## src/rtl/ahb_led_seq_pkg.sv

```systemverilog
// Shared definitions for the AHB-Lite LED sequencer: register offsets, CTRL bit
// positions, counter FSM states and AHB-Lite encodings.
package ahb_led_seq_pkg;

    // Register byte offsets
    localparam logic [7:0] OffCtrl     = 8'h00;
    localparam logic [7:0] OffLoad     = 8'h04;
    localparam logic [7:0] OffValue    = 8'h08;
    localparam logic [7:0] OffPattern  = 8'h0C;
    localparam logic [7:0] OffStatus   = 8'h10;
    localparam logic [7:0] OffPrescale = 8'h14;

    // CTRL layout
    localparam int unsigned CtrlW        = 3;
    localparam int unsigned CtrlEnBit    = 0;
    localparam int unsigned CtrlModeBit  = 1;
    localparam int unsigned CtrlIrqEnBit = 2;

    // AHB-Lite encodings
    localparam logic [1:0] HtransIdle   = 2'b00;
    localparam logic [1:0] HtransBusy   = 2'b01;
    localparam logic [1:0] HtransNonseq = 2'b10;
    localparam logic [1:0] HtransSeq    = 2'b11;
    localparam logic [2:0] HsizeWord    = 3'b010;

    typedef enum logic [1:0] {
        StIdle,
        StLoading,
        StRun
    } state_e;

    // Rotate left by one, bit7 wraps to bit0
    function automatic logic [7:0] rotl8(input logic [7:0] v);
        return {v[6:0], v[7]};
    endfunction

endpackage

```

## src/rtl/led_seq_tick_counter.sv

```systemverilog
// Tick counter for the LED sequencer: IDLE/LOADING/RUN FSM, VALUE down-counter
// and tick pulse. Optional prescaler enabled by LED_SEQ_PRESCALE_EN.
module led_seq_tick_counter
    import ahb_led_seq_pkg::*;
#(
    parameter int unsigned CNT_W = 32
) (
    input  logic             clk_i,
    input  logic             rst_i,
    input  logic             start_i,
    input  logic             stop_i,
    input  logic [CNT_W-1:0] load_i,
`ifdef LED_SEQ_PRESCALE_EN
    input  logic [7:0]       prescale_i,
`endif
    output logic [CNT_W-1:0] value_o,
    output logic             tick_o
);

    state_e           state_q;
    logic [CNT_W-1:0] value_q;
    logic             step;

`ifdef LED_SEQ_PRESCALE_EN
    logic [7:0] psc_q;
    // >= so that lowering PRESCALE mid-run never lets the prescaler wrap
    assign step = (psc_q >= prescale_i);
`else
    assign step = 1'b1;
`endif

    // Tick is decoded from registered state so it lands in the zero-count cycle
    assign tick_o  = (state_q == StRun) && step && (value_q == '0);
    assign value_o = value_q;

    // Counter FSM; clearing EN has priority and freezes VALUE
    always_ff @(posedge clk_i or posedge rst_i) begin
        if (rst_i) begin
            state_q <= StIdle;
            value_q <= '0;
`ifdef LED_SEQ_PRESCALE_EN
            psc_q   <= '0;
`endif
        end else if (stop_i) begin
            state_q <= StIdle;
        end else begin
            case (state_q)
                StIdle: begin
                    if (start_i) begin
                        state_q <= StLoading;
`ifdef LED_SEQ_PRESCALE_EN
                        psc_q   <= '0;
`endif
                    end
                end
                StLoading: begin
                    state_q <= StRun;
                    value_q <= load_i;
                end
                StRun: begin
`ifdef LED_SEQ_PRESCALE_EN
                    psc_q <= step ? 8'd0 : psc_q + 8'd1;
`endif
                    if (step) begin
                        value_q <= (value_q == '0) ? load_i : value_q - CNT_W'(1);
                    end
                end
                default: state_q <= StIdle;
            endcase
        end
    end

endmodule

```

## src/rtl/ahb_led_sequencer.sv

```systemverilog
// AHB-Lite LED sequencer: bus decode, register file and LED rotator.
// Define LED_SEQ_PRESCALE_EN to add the PRESCALE register at offset 0x14.
module ahb_led_sequencer
    import ahb_led_seq_pkg::*;
#(
    parameter int unsigned ADDR_W = 8,
    parameter int unsigned CNT_W  = 32
) (
    input  logic              CLK,
    input  logic              RESET,
    input  logic              HSEL,
    input  logic [ADDR_W-1:0] HADDR,
    input  logic [1:0]        HTRANS,
    input  logic              HWRITE,
    input  logic [2:0]        HSIZE,
    input  logic              HREADY,
    input  logic [31:0]       HWDATA,
    output logic [31:0]       HRDATA,
    output logic              HREADYOUT,
    output logic              HRESP,
    output logic [7:0]        LED,
    output logic              IRQ
);

    logic              addr_valid;
    logic              dph_valid_q, dph_write_q;
    logic [ADDR_W-1:0] dph_addr_q;
    logic              wr_en, wr_ctrl, wr_load, wr_pattern, wr_status;

    logic [CtrlW-1:0]  ctrl_q, ctrl_d;
    logic [CNT_W-1:0]  load_q, load_d;
    logic [7:0]        pattern_q, pattern_d;
    logic              tick_q, tick_d;
    logic [7:0]        led_q, led_d;
    logic [31:0]       hrdata_q, hrdata_d, rdata;
`ifdef LED_SEQ_PRESCALE_EN
    logic              wr_prescale;
    logic [7:0]        prescale_q, prescale_d;
`endif

    logic              cnt_start, cnt_stop, cnt_tick;
    logic [CNT_W-1:0]  cnt_value;

    assign addr_valid = HSEL & HREADY & ((HTRANS == HtransNonseq) | (HTRANS == HtransSeq))
                        & (HSIZE == HsizeWord);

    // Capture the address phase for use in the following data phase
    always_ff @(posedge CLK or posedge RESET) begin
        if (RESET) begin
            dph_valid_q <= 1'b0;
            dph_write_q <= 1'b0;
            dph_addr_q  <= '0;
        end else begin
            dph_valid_q <= addr_valid;
            dph_write_q <= HWRITE;
            dph_addr_q  <= HADDR;
        end
    end

    assign wr_en      = dph_valid_q & dph_write_q;
    assign wr_ctrl    = wr_en & (dph_addr_q == ADDR_W'(OffCtrl));
    assign wr_load    = wr_en & (dph_addr_q == ADDR_W'(OffLoad));
    assign wr_pattern = wr_en & (dph_addr_q == ADDR_W'(OffPattern));
    assign wr_status  = wr_en & (dph_addr_q == ADDR_W'(OffStatus));
`ifdef LED_SEQ_PRESCALE_EN
    assign wr_prescale = wr_en & (dph_addr_q == ADDR_W'(OffPrescale));
`endif

    assign cnt_start = wr_ctrl & HWDATA[CtrlEnBit] & ~ctrl_q[CtrlEnBit];
    assign cnt_stop  = wr_ctrl & ~HWDATA[CtrlEnBit];

    led_seq_tick_counter #(
        .CNT_W(CNT_W)
    ) u_tick_counter (
        .clk_i      (CLK),
        .rst_i      (RESET),
        .start_i    (cnt_start),
        .stop_i     (cnt_stop),
        .load_i     (load_q),
`ifdef LED_SEQ_PRESCALE_EN
        .prescale_i (prescale_q),
`endif
        .value_o    (cnt_value),
        .tick_o     (cnt_tick)
    );

    // Register next-state: PATTERN writes beat rotation, ticks beat TICK clears
    always_comb begin
        ctrl_d    = wr_ctrl    ? HWDATA[CtrlW-1:0] : ctrl_q;
        load_d    = wr_load    ? HWDATA[CNT_W-1:0] : load_q;
        pattern_d = wr_pattern ? HWDATA[7:0]       : pattern_q;
`ifdef LED_SEQ_PRESCALE_EN
        prescale_d = wr_prescale ? HWDATA[7:0] : prescale_q;
`endif
        tick_d = tick_q;
        if (wr_status && HWDATA[0]) tick_d = 1'b0;
        if (cnt_tick)               tick_d = 1'b1;
        led_d = led_q;
        if (wr_pattern) begin
            led_d = HWDATA[7:0];
        end else if (cnt_tick) begin
            led_d = ctrl_q[CtrlModeBit] ? rotl8(led_q) : pattern_q;
        end
    end

    // Read mux; writable registers read through _d so a write in the current
    // data phase is visible to a back-to-back read
    always_comb begin
        rdata = '0;
        case (HADDR)
            ADDR_W'(OffCtrl):     rdata = 32'(ctrl_d);
            ADDR_W'(OffLoad):     rdata = 32'(load_d);
            ADDR_W'(OffValue):    rdata = 32'(cnt_value);
            ADDR_W'(OffPattern):  rdata = 32'(pattern_d);
            ADDR_W'(OffStatus):   rdata = 32'(tick_d);
`ifdef LED_SEQ_PRESCALE_EN
            ADDR_W'(OffPrescale): rdata = 32'(prescale_d);
`endif
            default:              rdata = '0;
        endcase
        hrdata_d = (addr_valid && !HWRITE) ? rdata : '0;
    end

    // Register file, LED register and registered read data
    always_ff @(posedge CLK or posedge RESET) begin
        if (RESET) begin
            ctrl_q     <= '0;
            load_q     <= '0;
            pattern_q  <= '0;
            tick_q     <= 1'b0;
            led_q      <= '0;
            hrdata_q   <= '0;
`ifdef LED_SEQ_PRESCALE_EN
            prescale_q <= '0;
`endif
        end else begin
            ctrl_q     <= ctrl_d;
            load_q     <= load_d;
            pattern_q  <= pattern_d;
            tick_q     <= tick_d;
            led_q      <= led_d;
            hrdata_q   <= hrdata_d;
`ifdef LED_SEQ_PRESCALE_EN
            prescale_q <= prescale_d;
`endif
        end
    end

    assign HRDATA    = hrdata_q;
    assign HREADYOUT = 1'b1;
    assign HRESP     = 1'b0;
    assign LED       = led_q;
    assign IRQ       = tick_q & ctrl_q[CtrlIrqEnBit];

endmodule

```

## config.mk

```make
export PLATFORM = sky130hd
export DESIGN_NAME = ahb_led_sequencer
export DESIGN_NICKNAME = d
export VERILOG_FILES = /design/src/rtl/ahb_led_seq_pkg.sv /design/src/rtl/led_seq_tick_counter.sv /design/src/rtl/ahb_led_sequencer.sv
export SDC_FILE = /design/constraint.sdc
export NUM_CORES = 1
export LEC_CHECK = 0
export ABC_AREA = 1
export CAP_MARGIN = 5
export CORE_ASPECT_RATIO = 1.5
export CORE_UTILIZATION = 56
export CTS_CLUSTER_SIZE = 12
export DETAILED_ROUTE_END_ITERATION = 7
export PLACE_DENSITY = 0.92
export SLEW_MARGIN = 20
export SYNTH_ARGS = -nofsm -noshare
export SYNTH_HDL_FRONTEND = slang
export SYNTH_HIERARCHICAL = 1
export SYNTH_SLANG_ARGS = --single-unit
```

## constraint.sdc

```tcl
create_clock -name CLK -period 4 [get_ports CLK]
set_clock_uncertainty 0.2 [all_clocks]
set_input_delay 0.8 -clock CLK [delete_from_list [all_inputs] [get_ports CLK]]
set_output_delay 0.8 -clock CLK [all_outputs]
set_load 0.01 [all_outputs]
```

# After elaboration in Yosys (flattened, before gate mapping)
# Index checks and enable logic that the tools add are counted.
# classes
add_sub_neg	1
eq_ne	14
n_mux	15
n_bitwise	16
reduce_logical	12
# op_table
op	n
$pmux W32 S5	1
$mux W32	3
$pmux W32 S2	1
$logic_not A32 Y1	1
$mux W8	4
$sub A32 B1 Y32 const B	1
$eq A8 B4 Y1 const B	3
$eq A8 B3 Y1 const B	2
$eq A8 B5 Y1 const B	2
$logic_not A8 Y1	2
$and A1 B1 Y1	12
$eq A2 B2 Y1 const B	3
$pmux W2 S3	1
$mux W2	2
$reduce_and A2 Y1	2
$reduce_bool A2 Y1	2
$eq A3 B2 Y1 const B	1
$logic_and A1 B1 Y1	3
$mux W3	1
$ne A3 B3 Y1 const B	1
$not A1 Y1	3
$eq A2 B1 Y1 const B	1
$logic_not A2 Y1	1
$mux W1	2
3 further kinds	3
# word_totals
reg_bits	128
in_bits	50
out_inout_bits	43

# Longest topological paths before layout
# Gate-level depths: netlist (run 1).
# logic_depth
depth_word	7
depth_mapped	14

# Modules after synthesis
# The synthesis (run 1) kept the hierarchy.
# modules_own_cells
mod	instances	cells_per_inst	area_each_um2
ahb_led_sequencer	1	485	4191.5
led_seq_tick_counter	1	474	2788.9

# Worst setup path before layout (run 1)
# No wires, ideal clock.
# synth_timing
path_kind	register to register
startpoint	reg dph_addr_q[5]
endpoint	reg u_tick_counter.value_q[0] (netlist: u_tick_counter/value_o[0])
setup_ps	66
t_arrival_ps	1871
setup_slack_ps	1863
stages_incl_launch_ff	13
path_buffers	3
synth_period_minus_slack_ps	2137
path_cell_list	dfrtp_1 -> nor2_1 -> nand2_1 -> nor2_4 -> buf_2 -> nand3_1 -> inv_1 -> inv_1 -> nand2_1 -> clkbuf_1 -> clkbuf_1 -> nand2_1 -> nand2_1
# synth_via
elab_chain_len	5
# synth_lines
item	line	source
from (decl)	ahb_led_sequencer.sv:27	logic [ADDR_W-1:0] dph_addr_q;
from (signal assigned)	ahb_led_sequencer.sv:52	dph_addr_q <= '0;
from (signal assigned)	ahb_led_sequencer.sv:56	dph_addr_q <= HADDR;
$logic_not A8 Y1	ahb_led_sequencer.sv:61	assign wr_ctrl = wr_en & (dph_addr_q == ADDR_W'(OffCtrl));
$and A1 B1 Y1	ahb_led_sequencer.sv:61	
$and A1 B1 Y1	ahb_led_sequencer.sv:70	assign cnt_stop = wr_ctrl & ~HWDATA[CtrlEnBit];
net cnt_stop	ahb_led_sequencer.sv:41	logic cnt_start, cnt_stop, cnt_tick;
$not A1 Y1 (no line)	n/a	
$reduce_and A2 Y1 (no line)	n/a	
to (signal assigned)	led_seq_tick_counter.sv:58	value_q <= load_i;
to (signal assigned)	led_seq_tick_counter.sv:65	value_q <= (value_q == '0) ? load_i : value_q - CNT_W'(1);
to (decl)	led_seq_tick_counter.sv:21	logic [CNT_W-1:0] value_q;
# The timed path passes the listed nets, and every way through them passes these cells.
# A chain may end at the register's enable or synchronous reset.

# Final worst setup path (run 1)
# layout_timing
startpoint	in HADDR[1]
endpoint	reg hrdata_q[3] (netlist: HRDATA[3])
# layout_via
elab_chain_len	3
# layout_lines
item	line	source
from (decl)	ahb_led_sequencer.sv:12	input logic [ADDR_W-1:0] HADDR,
$eq A8 B5 Y1, or another cell as far along	ahb_led_sequencer.sv:110	case (HADDR)
$pmux W32 S5 *	ahb_led_sequencer.sv:110	
$mux W32 *	ahb_led_sequencer.sv:121	hrdata_d = (addr_valid && !HWRITE) ? rdata : '0;
net hrdata_d[3]	ahb_led_sequencer.sv:35	logic [31:0] hrdata_q, hrdata_d, rdata;
to (signal assigned)	ahb_led_sequencer.sv:142	hrdata_q <= hrdata_d;
to (decl)	ahb_led_sequencer.sv:35	
# Mark *: on every way through the listed nets, which the timed path passes. The rest lies on a longest branch.

==> impl_summary.log, run 1 <==
INFO  metric synthAdderAreaFrac = less than 1%
INFO  metric synthDistinctLibCells = 35
INFO  metric synth_area_per_cell = 7.28 um2
INFO  metric tritoncts.num_buffers = 17
INFO  metric synth-xor-area-share = 1.88%
INFO  metric power_report.internal_total = 2.85 mW
INFO  metric highest_layer = met4
INFO  metric avgRoutedWirePerCell = around 15 um
INFO  metric tritoncts = done
INFO  metric asr_flop_ratio_synth = 100%
INFO  metric grt_start_max_net_pins = 63
INFO  metric synth_compound_gate_area_share = 6.88%
INFO  metric antenna_violations_before_repair = 0
INFO  metric p_clk_share = between 30% and 40%
INFO  metric dpl_worst_slack = 629 ps
INFO  metric post-synth-top-area-fraction = 45.9%
INFO  metric place.detailed.instances = between 1000 and 1500
INFO  metric first_pass_grt_wire_length = 29300 um
INFO  metric setup_crit_start_kind = input pin
INFO  metric antenna-diode-count = 0
INFO  metric io_buffers = 89
INFO  metric start_util = 57.8%
INFO  metric drc_errors = 0
INFO  metric synth_top_flop_cell = dfrtp_1
INFO  metric total_standard_cell_area_after_synthesis = 6980 um2
INFO  metric detail-route-antenna-nets = 0
INFO  metric finalSetupTns = 0 ps
INFO  metric synthTopCellsByArea = dfrtp_1, nand2_1, nand3_1, inv_1, nor2_1
INFO  metric layout_min_cycle_time = 2950 ps
INFO  metric vdd_ir_drop_max = 369 uV
INFO  metric grt_overall_usage = 29.0%
INFO  metric area.growth.synth_to_final = 20.8%
INFO  metric floorplan.die.width = roughly 93 um
INFO  metric yosys.area_share.simple = 35.0%
INFO  metric timing.critical_path.required = between 4000 and 5000 ps
INFO  metric design.die.area = 12900 um2
INFO  metric yosysSeqAreaShare = 45.9%
INFO  metric synth.ff_latch_count = about 130
INFO  metric dpl.hpwl = around 12000 um
INFO  metric cts_hold_buffers = 0
INFO  metric maxSlewHeadroom = 29.4%
INFO  metric ctsHtreeMaxLevel = 4
INFO  metric maxSlewViolCount = 0
INFO  metric worst_slack = between 1000 and 1500 ps
INFO  metric number_of_primary_i_o_pins = 93
INFO  metric grt-ovfl-total = 0
INFO  metric finish.utilization = approximately 70%
INFO  metric final.period_utilization = 73.7%
INFO  metric n_fill_cell = around 930
INFO  metric worst_hold_path_type = reg -> reg
INFO  metric placement_rows = about 50
INFO  metric total_power = 4.60 mW
INFO  metric mux_contribution_to_synthesized_area = less than 1%
INFO  metric synth_nets = 1014
INFO  metric netlist_instances = between 900 and 1000
INFO  metric dpl_cell_area = 7900 um2
INFO  metric synth_edf_count = 0
INFO  metric share_comb_of_total_power = 30.9%
INFO  metric synthesis.yosys.warnings = 6
INFO  metric detailroute.wirelength.met3 = between 700 and 800 um
INFO  metric main_combinational_cell_family_by_area_after_synthesis = simple AND/OR/NAND/NOR gates
INFO  metric timing.critical_path.arrival = 3110 ps
INFO  metric master_cell_of_the_clock_root_buffer = clkbuf_16
INFO  metric power-per-cell-area = 546 nW/um2
INFO  metric setup_violations = 0
INFO  metric grt_setup_unrepaired = false
INFO  metric p_sw = approximately 1.8 mW
INFO  metric clock_sinks = 128
INFO  metric post_synth_most_frequent_cells = nand2_1, dfrtp_1, inv_1
INFO  metric finish.net_count = approximately 1100
INFO  metric cts_setup_buffers = 0
INFO  metric drt-met1-wl = 6610 um
INFO  metric path_max_fanout = 33
INFO  metric synth_area_leader_cell = dfrtp_1
INFO  metric drive_above_1_share = under 10%
INFO  metric die-height = 139 um
INFO  metric dr.pass1.iters = 5
INFO  metric design_area = 8430 um2
INFO  metric initialDrtViolationCount = between 400 and 500
INFO  metric core-area = 12100 um2
INFO  metric first_global_vias = 6388
INFO  metric peak_freq = approximately 0.34 GHz
INFO  metric timing.max_cap.violations = 0
INFO  metric clock_insertion_delay_worst_skew = 420 ps
INFO  metric routed_via_density = 5.39
INFO  metric critPathKind = in -> reg
INFO  metric timing.critical_path.to_type = flop
INFO  metric post_cts.resized_instances = 0
INFO  metric run_status = finished clean
INFO  metric p_leak = 4.13 nW
INFO  metric routed-wl-met2 = 9640 um
INFO  metric clock_path_buffers = 2
INFO  metric worst_slew_pin_slew = ~1100 ps
INFO  metric wirelength = 17700 um
INFO  metric timing.final.hold_violations = 0
INFO  metric final_cells = 1202
INFO  metric seq_power_share = 38.7%
INFO  metric whs = 295 ps
INFO  metric synth_most_common_cell = nand2_1
INFO  metric gp_congestion = 0.986
INFO  metric clkSlewWorstSetupHoldPaths = 60 ps
INFO  metric routed-via-count = 6478
INFO  metric sw_frac_of_total = 38.1%
cell type report:
class / count / area (um2) / area share (%)
sequential: 128 / 3200 / 38.0
multi-input combinational: 684 / 3130 / 37.2
timing repair buffer: 95 / 948 / 11.2
clock buffer: 25 / 505 / 5.99
inverter: 112 / 422 / 5.00
tap: 153 / 191 / 2.27
clock inverter: 5 / 30.0 / 0.356
routing by layer:
| layer | global-route usage, % | up-vias |
|---|---|---|
| met4 | 15.0 | 0 |
| li1 | - | 3132 |
| met1 | 31.7 | 3075 |
| met2 | 52.1 | 219 |
| met5 | 0 | - |
| met3 | 5.87 | 52 |
logic make-up (layout without fill, tap and decap cells):
kind of cell,count (synthesis),in the layout
compound gates,72,72
xor+xnor,15,15
fa+ha+maj,5,5
buf+inv,147,237
flops,128,128
mux,1,1
other cells,2,2
simple gates,589,589
worst max-delay path, stage by stage:
cell and delay [ps]:
clkdlybuf4s50_1 460, nor3_2 270, nand2_1 120, nor2_4 670, inv_2 70, nand2_2 100
o21ai_4 260, inv_2 190, nand2_1 70, inv_1 60
state kept, by name (all words and copies together) (netlist names):
register,cells
tick_q,1
load_q,32
u_tick_counter/value_o,32
LED,8
HRDATA,32
dph_valid_q,1
dph_addr_q,8
u_tick_counter/state_q,2
ctrl_q,3
pattern_q,8
dph_write_q,1
final timing paths:
| check | cells past startpoint | from | endpoint | slack (ps) |
|---|---|---|---|---|
| hold / removal | 2 | load_q[6]$_DFF_PP0_ | load_q[6]$_DFF_PP0_ | 300 |
| setup / recovery | 10 | HADDR[1] | HRDATA[3]$_DFF_PP0_ | 1050 |
| min in group asynchronous | 2 | RESET | load_q[14]$_DFF_PP0_ | 580 |
| hold reg to reg | 2 | load_q[6]$_DFF_PP0_ | load_q[6]$_DFF_PP0_ | 300 |
| setup reg to reg | 10 | dph_addr_q[5]$_DFF_PP0_ | u_tick_counter/value_o[3]$_DFFE_PP0P_ | 1100 |
| max in group asynchronous | 3 | RESET | u_tick_counter/value_o[2]$_DFFE_PP0P_ | 2200 |
power by group through the flow:
stage          registers, mW  clock network [mW]  logic (mW)
5_1_grt                 1.81                1.47        1.58
6_report                1.78                1.40        1.42
4_1_cts                 1.77                1.42        1.40
3_5_place_dp            1.79                   0        1.37
3_3_place_gp            1.78                   0        1.31
2_1_floorplan           1.71                   0        1.12
cell usage in the layout (no fill, tap or decap), types with 5 or more instances in the layout:
| cell type | instances |
|---|---|
| nand2_1 | 379 |
| dfrtp_1 | 128 |
| inv_1 | 105 |
| nand3_1 | 95 |
| clkdlybuf4s50_1 | 89 |
| nor2_1 | 82 |
| a21oi_1 | 21 |
| a21oi_2 | 17 |
| clkbuf_16 | 17 |
| o21ai_0 | 14 |
| o211ai_1 | 13 |
| xor2_1 | 11 |
| nand2_2 | 7 |
| nor2_2 | 6 |
| nand4_1 | 6 |
| inv_2 | 5 |
| clkbuf_8 | 5 |
| buf_4 | 5 |
| ha_1 | 5 |
No activity file was read; power rests on OpenSTA's default activity.
==> run 2: changes to the inputs <==
==> constraint.sdc (replaced) <==
create_clock -name CLK -period 2.92 [get_ports CLK]
set_clock_uncertainty 0.2 [all_clocks]
set_input_delay 0.584 -clock CLK [delete_from_list [all_inputs] [get_ports CLK]]
set_output_delay 0.584 -clock CLK [all_outputs]
set_load 0.01 [all_outputs]
==> impl_summary.log, run 2 (same netlist as run 1, synthesis figures left out) <==
INFO  metric power_report.internal_total = 3.99 mW
INFO  metric antenna_violations_before_repair = 0
INFO  metric use_met1 = 30.8%
INFO  metric final.period_utilization = 81.4%
INFO  metric gp_congestion = 0.986
INFO  metric die-height = 139 um
INFO  metric design_area = 8570 um2
INFO  metric grt_start_max_net_pins = 36
INFO  metric sw_frac_of_total = 38.6%
INFO  metric p_leak = 4.20 nW
INFO  metric core-area = 12100 um2
INFO  metric clkSlewWorstSetupHoldPaths = 50 ps
INFO  metric dr.pass1.iters = 5
INFO  metric master_cell_of_the_clock_root_buffer = clkbuf_16
INFO  metric dpl.hpwl = about 13000 um
INFO  metric ff2ff_setup_slack = 540 ps
INFO  metric grt.met3_usage = 5.37%
INFO  metric share_comb_of_total_power = 31.4%
INFO  metric drc_errors = 0
INFO  metric dpl_cell_area = 8010 um2
INFO  metric timing.critical_path.arrival = ~2500 ps
INFO  metric maxSlewViolCount = 0
INFO  metric initialDrtViolationCount = between 400 and 500
INFO  metric clock_insertion_delay_worst_skew = 420 ps
INFO  metric setup_crit_start_kind = flop
INFO  metric first_global_vias = between 6000 and 7000
INFO  metric worst_hold_path_type = reg -> reg
INFO  metric grt-ovfl-total = 0
INFO  metric layout.cells.most_common_list = nand2_1, dfrtp_1, inv_1
INFO  metric tritoncts = done
INFO  metric critPathTopFamily = simple AND/OR/NAND/NOR gates
INFO  metric met2_usage = a little under three fifths
INFO  metric start_util = 57.8%
INFO  metric run_status = finished clean
INFO  metric finalSetupTns = 0 ps
INFO  metric power-per-cell-area = 759 nW/um2
INFO  metric antenna-diode-count = 0
INFO  metric cts_setup_buffers = 0
INFO  metric critPathKind = reg -> reg
INFO  metric floorplan.die.width = roughly 93 um
INFO  metric grt-busiest-layer = met2
INFO  metric timing.max_cap.violations = 0
INFO  metric worst_path_cell_trace = inv_1, ha_1, nand3_1, nor2_1, nand2_1, o21ai_0, nand3_1, nand2_1, nand2_1
INFO  metric peak_freq = 0.421 GHz
INFO  metric p_sw = 2.51 mW
INFO  metric placement_rows = 49
INFO  metric place.detailed.instances = 1181
INFO  metric first_pass_grt_wire_length = 30500 um
INFO  metric timing.final.hold_violations = 0
INFO  metric timing.critical_path.required = 3030 ps
INFO  metric setup_violations = 0
INFO  metric worst_slack = 543 ps
INFO  metric routed-via-count = 6567
INFO  metric dpl_worst_slack = about 360 ps
INFO  metric grt_setup_unrepaired = false
INFO  metric area.growth.synth_to_final = 22.8%
INFO  metric grt_overall_usage = 30.2%
INFO  metric timing.critical_path.to_type = flop
INFO  metric routed_via_density = ~5.4
INFO  metric whs = 293 ps
INFO  metric crit_path_top_delay_cell = dfrtp_1
INFO  metric worst_slew_pin_slew = between 600 and 700 ps
INFO  metric ctsHtreeMaxLevel = 4
INFO  metric wirelength = roughly 19000 um
INFO  metric drive_above_1_share = under 10%
INFO  metric design.die.area = approximately 13000 um2
INFO  metric clock_path_buffers = 2
INFO  metric tritoncts.num_buffers = 17
INFO  metric cts_hold_buffers = 0
INFO  metric path_max_fanout = 5
INFO  metric detail-route-antenna-nets = 0
INFO  metric mostFrequentLayoutCell = nand2_1
INFO  metric finish.net_count = between 1000 and 1500
INFO  metric post_cts.resized_instances = 0
INFO  metric io_buffers = a little under 90
INFO  metric maxSlewHeadroom = 56.4%
INFO  metric final_cells = 1213
INFO  metric crit_path_max_incr_delay = between 400 and 500 ps
INFO  metric number_of_primary_i_o_pins = 93
INFO  metric cp_most_frequent_cell = nand2_1
INFO  metric vdd_ir_drop_max = 505 uV
INFO  metric p_clk_share = 30.8%
INFO  metric layout_min_cycle_time = ~2400 ps
INFO  metric clock_sinks = 128
INFO  metric total_power = between 6 and 7 mW
INFO  metric avgRoutedWirePerCell = about 15 um
INFO  metric finish.utilization = roughly 71%
INFO  metric worst-path-buf-inv = 1
INFO  metric seq_power_share = 37.7%
[run 2: worst paths after layout]
kind	to	startpoint	cells after the start
worst max-delay path	u_tick_counter/value_o[28]$_DFFE_PP0P_	u_tick_counter/value_o[0]$_DFFE_PP0P_	9
worst min-delay path	load_q[9]$_DFF_PP0_	load_q[9]$_DFF_PP0_	2
worst max register to register	u_tick_counter/value_o[28]$_DFFE_PP0P_	u_tick_counter/value_o[0]$_DFFE_PP0P_	9
worst min register to register	load_q[9]$_DFF_PP0_	load_q[9]$_DFF_PP0_	2
max in group asynchronous	HRDATA[10]$_DFF_PP0_	RESET	3
min in group asynchronous	load_q[11]$_DFF_PP0_	RESET	2
[run 2: layer usage]
layer | wire, um | vias to the layer above
met5 | 0 | -
met4 | 892 | 0
met3 | 693 | 80
met2 | 10300 | 230
met1 | 6680 | 3111
li1 | - | 3146
[run 2: tightest hold or removal path, cell delays in order (launching register included)]
cell and delay (ps):
dfrtp_1 340, nand2_1 50, nand2_1 60
[run 2: area by class of cell]
class | count | area, um2
clock inverter | 13 | 114
multi-input combinational | 684 | 3130
tap | 153 | 191
timing repair buffer | 104 | 1050
fill | 931 | 3500
sequential | 128 | 3200
clock buffer | 19 | 453
inverter | 112 | 424
[run 2: power groups by stage]
stage               Combinational [mW]  Sequential [mW]  Clock, mW
finish                            2.05             2.45       2.01
global route                      2.28             2.49       2.10
CTS                               2.03             2.45       2.02
detailed placement                1.97             2.47          0
global placement                  1.88             2.46          0
floorplan                         1.54             2.35          0
==> run 3: changes to the inputs <==
--- a/config.mk
+++ b/config.mk
@@ -8,10 +8,10 @@
 export ABC_AREA = 1
 export CAP_MARGIN = 5
 export CORE_ASPECT_RATIO = 1.5
-export CORE_UTILIZATION = 56
+export CORE_UTILIZATION = 50
 export CTS_CLUSTER_SIZE = 12
 export DETAILED_ROUTE_END_ITERATION = 7
-export PLACE_DENSITY = 0.92
+export PLACE_DENSITY = 0.87
 export SLEW_MARGIN = 20
 export SYNTH_ARGS = -nofsm -noshare
 export SYNTH_HDL_FRONTEND = slang
==> constraint.sdc (replaced) <==
create_clock -name CLK -period 2.1 [get_ports CLK]
set_clock_uncertainty 0.2 [all_clocks]
set_input_delay 0.42 -clock CLK [delete_from_list [all_inputs] [get_ports CLK]]
set_output_delay 0.42 -clock CLK [all_outputs]
set_load 0.01 [all_outputs]
==> impl_summary.log, run 3 (same netlist as run 1, synthesis figures left out) <==
INFO  metric wirelength = slightly below 20000 um
INFO  metric antenna-diode-count = 0
INFO  metric met2_usage = a little under three fifths
INFO  metric area.growth.synth_to_final = 31.4%
INFO  metric drc_errors = 2
INFO  metric setup_crit_start_kind = flop
INFO  metric die-height = 147 um
INFO  metric first_global_vias = 7209
INFO  metric maxSlewViolCount = 0
INFO  metric first_pass_grt_wire_length = between 30000 and 40000 um
INFO  metric violations_in_the_final_reports = DRC
INFO  metric worst-path-buf-inv = 2
INFO  metric antenna_violations_before_repair = 0
INFO  metric start_util = about 52%
INFO  metric cts_hold_buffers = 0
INFO  metric p_leak = 4.54 nW
INFO  metric dpl_cell_area = between 8000 and 9000 um2
INFO  metric grt-ovfl-total = 0
INFO  metric timing.critical_path.required = around 1500 ps
INFO  metric crit_path_max_incr_delay = 520 ps
INFO  metric worst_hold_path_type = in -> async
INFO  metric master_cell_of_the_clock_root_buffer = clkbuf_16
INFO  metric power-per-cell-area = about 1100 nW/um2
INFO  metric finish.utilization = 67.8%
INFO  metric clock_sinks = 128
INFO  metric clock_path_buffers = 2
INFO  metric gp_congestion = 0.943
INFO  metric critPathKind = reg -> out
INFO  metric timing.critical_path.to_type = primary output
INFO  metric clock_insertion_delay_worst_skew = 420 ps
INFO  metric timing.max_cap.violations = 0
INFO  metric floorplan.die.width = 98.5 um
INFO  metric timing.final.hold_violations = 0
INFO  metric timing.critical_path.arrival = 1410 ps
INFO  metric ctsHtreeMaxLevel = 4
INFO  metric detail-route-antenna-nets = 0
INFO  metric grt_start_max_net_pins = 42
INFO  metric layout.cells.most_common_list = nand2_1, dfrtp_1, inv_1
INFO  metric run_status = finished with violations
INFO  metric peak_freq = 0.492 GHz
INFO  metric critPathTopFamily = buffers and inverters
INFO  metric initialDrtViolationCount = 443
INFO  metric core-area = 13500 um2
INFO  metric vdd_ir_drop_max = 847 uV
INFO  metric number_of_primary_i_o_pins = 93
INFO  metric use_met1 = approximately 28%
INFO  metric worst_path_cell_trace = nand2_1, inv_1, clkdlybuf4s50_1
INFO  metric grt-busiest-layer = met2
INFO  metric avgRoutedWirePerCell = ~16 um
INFO  metric grt_overall_usage = 28.8%
INFO  metric tritoncts = done
INFO  metric io_buffers = 89
INFO  metric final.period_utilization = 96.7%
INFO  metric routed-via-count = roughly 7000
INFO  metric placement_rows = 52
INFO  metric grt_setup_unrepaired = true
INFO  metric design_area = 9170 um2
INFO  metric maxSlewHeadroom = 65.2%
INFO  metric tritoncts.num_buffers = 17
INFO  metric mostFrequentLayoutCell = nand2_1
INFO  metric clkSlewWorstSetupHoldPaths = 60 ps
INFO  metric finish.net_count = 1161
INFO  metric dr.pass1.iters = 8
INFO  metric dpl.hpwl = roughly 14000 um
INFO  metric setup_violations = 0
INFO  metric grt.met3_usage = 4.23%
INFO  metric design.die.area = around 14000 um2
INFO  metric layout_min_cycle_time = ~2000 ps
INFO  metric routed_via_density = 5.41
INFO  metric worst_slew_pin_slew = 520 ps
INFO  metric crit_path_top_delay_cell = clkdlybuf4s50_1
INFO  metric drive_above_1_share = 14.8%
INFO  metric path_max_fanout = 2
==> run 3: cell count changes in the layout (fill, tap and decap cells not counted), sizes merged <==
cell      previous run  this run
clkinvlp             3         4
bufinv               1         4
buf                 15        74
inv                111       113
clkinv              10         3
==> run 3: what timing repair did <==
action,CTS,global route
buffers inserted,0,5
endpoints found under the hold margin,0,0
pin swaps,0,2
endpoints found under the setup margin,20,73
gates resized for setup,3,19
==> run 3: metal layers <==
| metal | vias to the layer above | part of all wire, % |
|---|---|---|
| li1 | 3267 | - |
| met1 | 3301 | 35 |
| met2 | 279 | 56 |
| met3 | 83 | 4.6 |
| met4 | 0 | 4.8 |
| met5 | - | 0 |
==> run 3: worst paths after layout <==
check                                        startpoint                                    end  slack [ps]  cells after the start
max in group asynchronous                         RESET                   load_q[11]$_DFF_PP0_         990                      3
worst max-delay path                ctrl_q[2]$_DFF_PP0_                                    IRQ          70                      3
worst min register to register     load_q[13]$_DFF_PP0_                   load_q[13]$_DFF_PP0_         300                      2
worst max register to register  dph_addr_q[5]$_DFF_PP0_  u_tick_counter/state_q[0]$_DFFE_PP0P_          80                     10
min in group CLK                               HADDR[6]                dph_addr_q[6]$_DFF_PP0_         260                      1
worst min-delay path                              RESET                    HRDATA[5]$_DFF_PP0_         170                      2
==> run 3: power breakdown <==
group | total (mW) | internal [mW] | switching (mW)
registers | 3.17 | 2.86 | 0.316
logic | 3.79 | 1.49 | 2.29
clock network | 3.16 | 2.02 | 1.14
==> run 3: final cells by class <==
type,count,area (um2)
fill,1028,4360
sequential,128,3200
multi-input combinational,684,3190
timing repair buffer,163,1530
clock buffer,19,443
inverter,112,424
tap,162,203
clock inverter,12,183
==> run 3: through the flow <==
| step | total power, mW | instances | TNS [ps] | hold WS, ps | setup slack [ps] |
|---|---|---|---|---|---|
| 2_1_floorplan | 5.40 | 959 | -1110 | 251 | -36.9 |
| 3_3_place_gp | 6.63 | 1245 | -1970 | 274 | -117 |
| 3_5_place_dp | 6.80 | 1245 | -3880 | 278 | -145 |
| 4_1_cts | 10.0 | 1276 | 0 | 186 | 2.21 |
| 5_1_grt | 10.7 | 1280 | -196 | 203 | -66.4 |
| 6_report | 10.1 | 1280 | 0 | 174 | 68.4 |
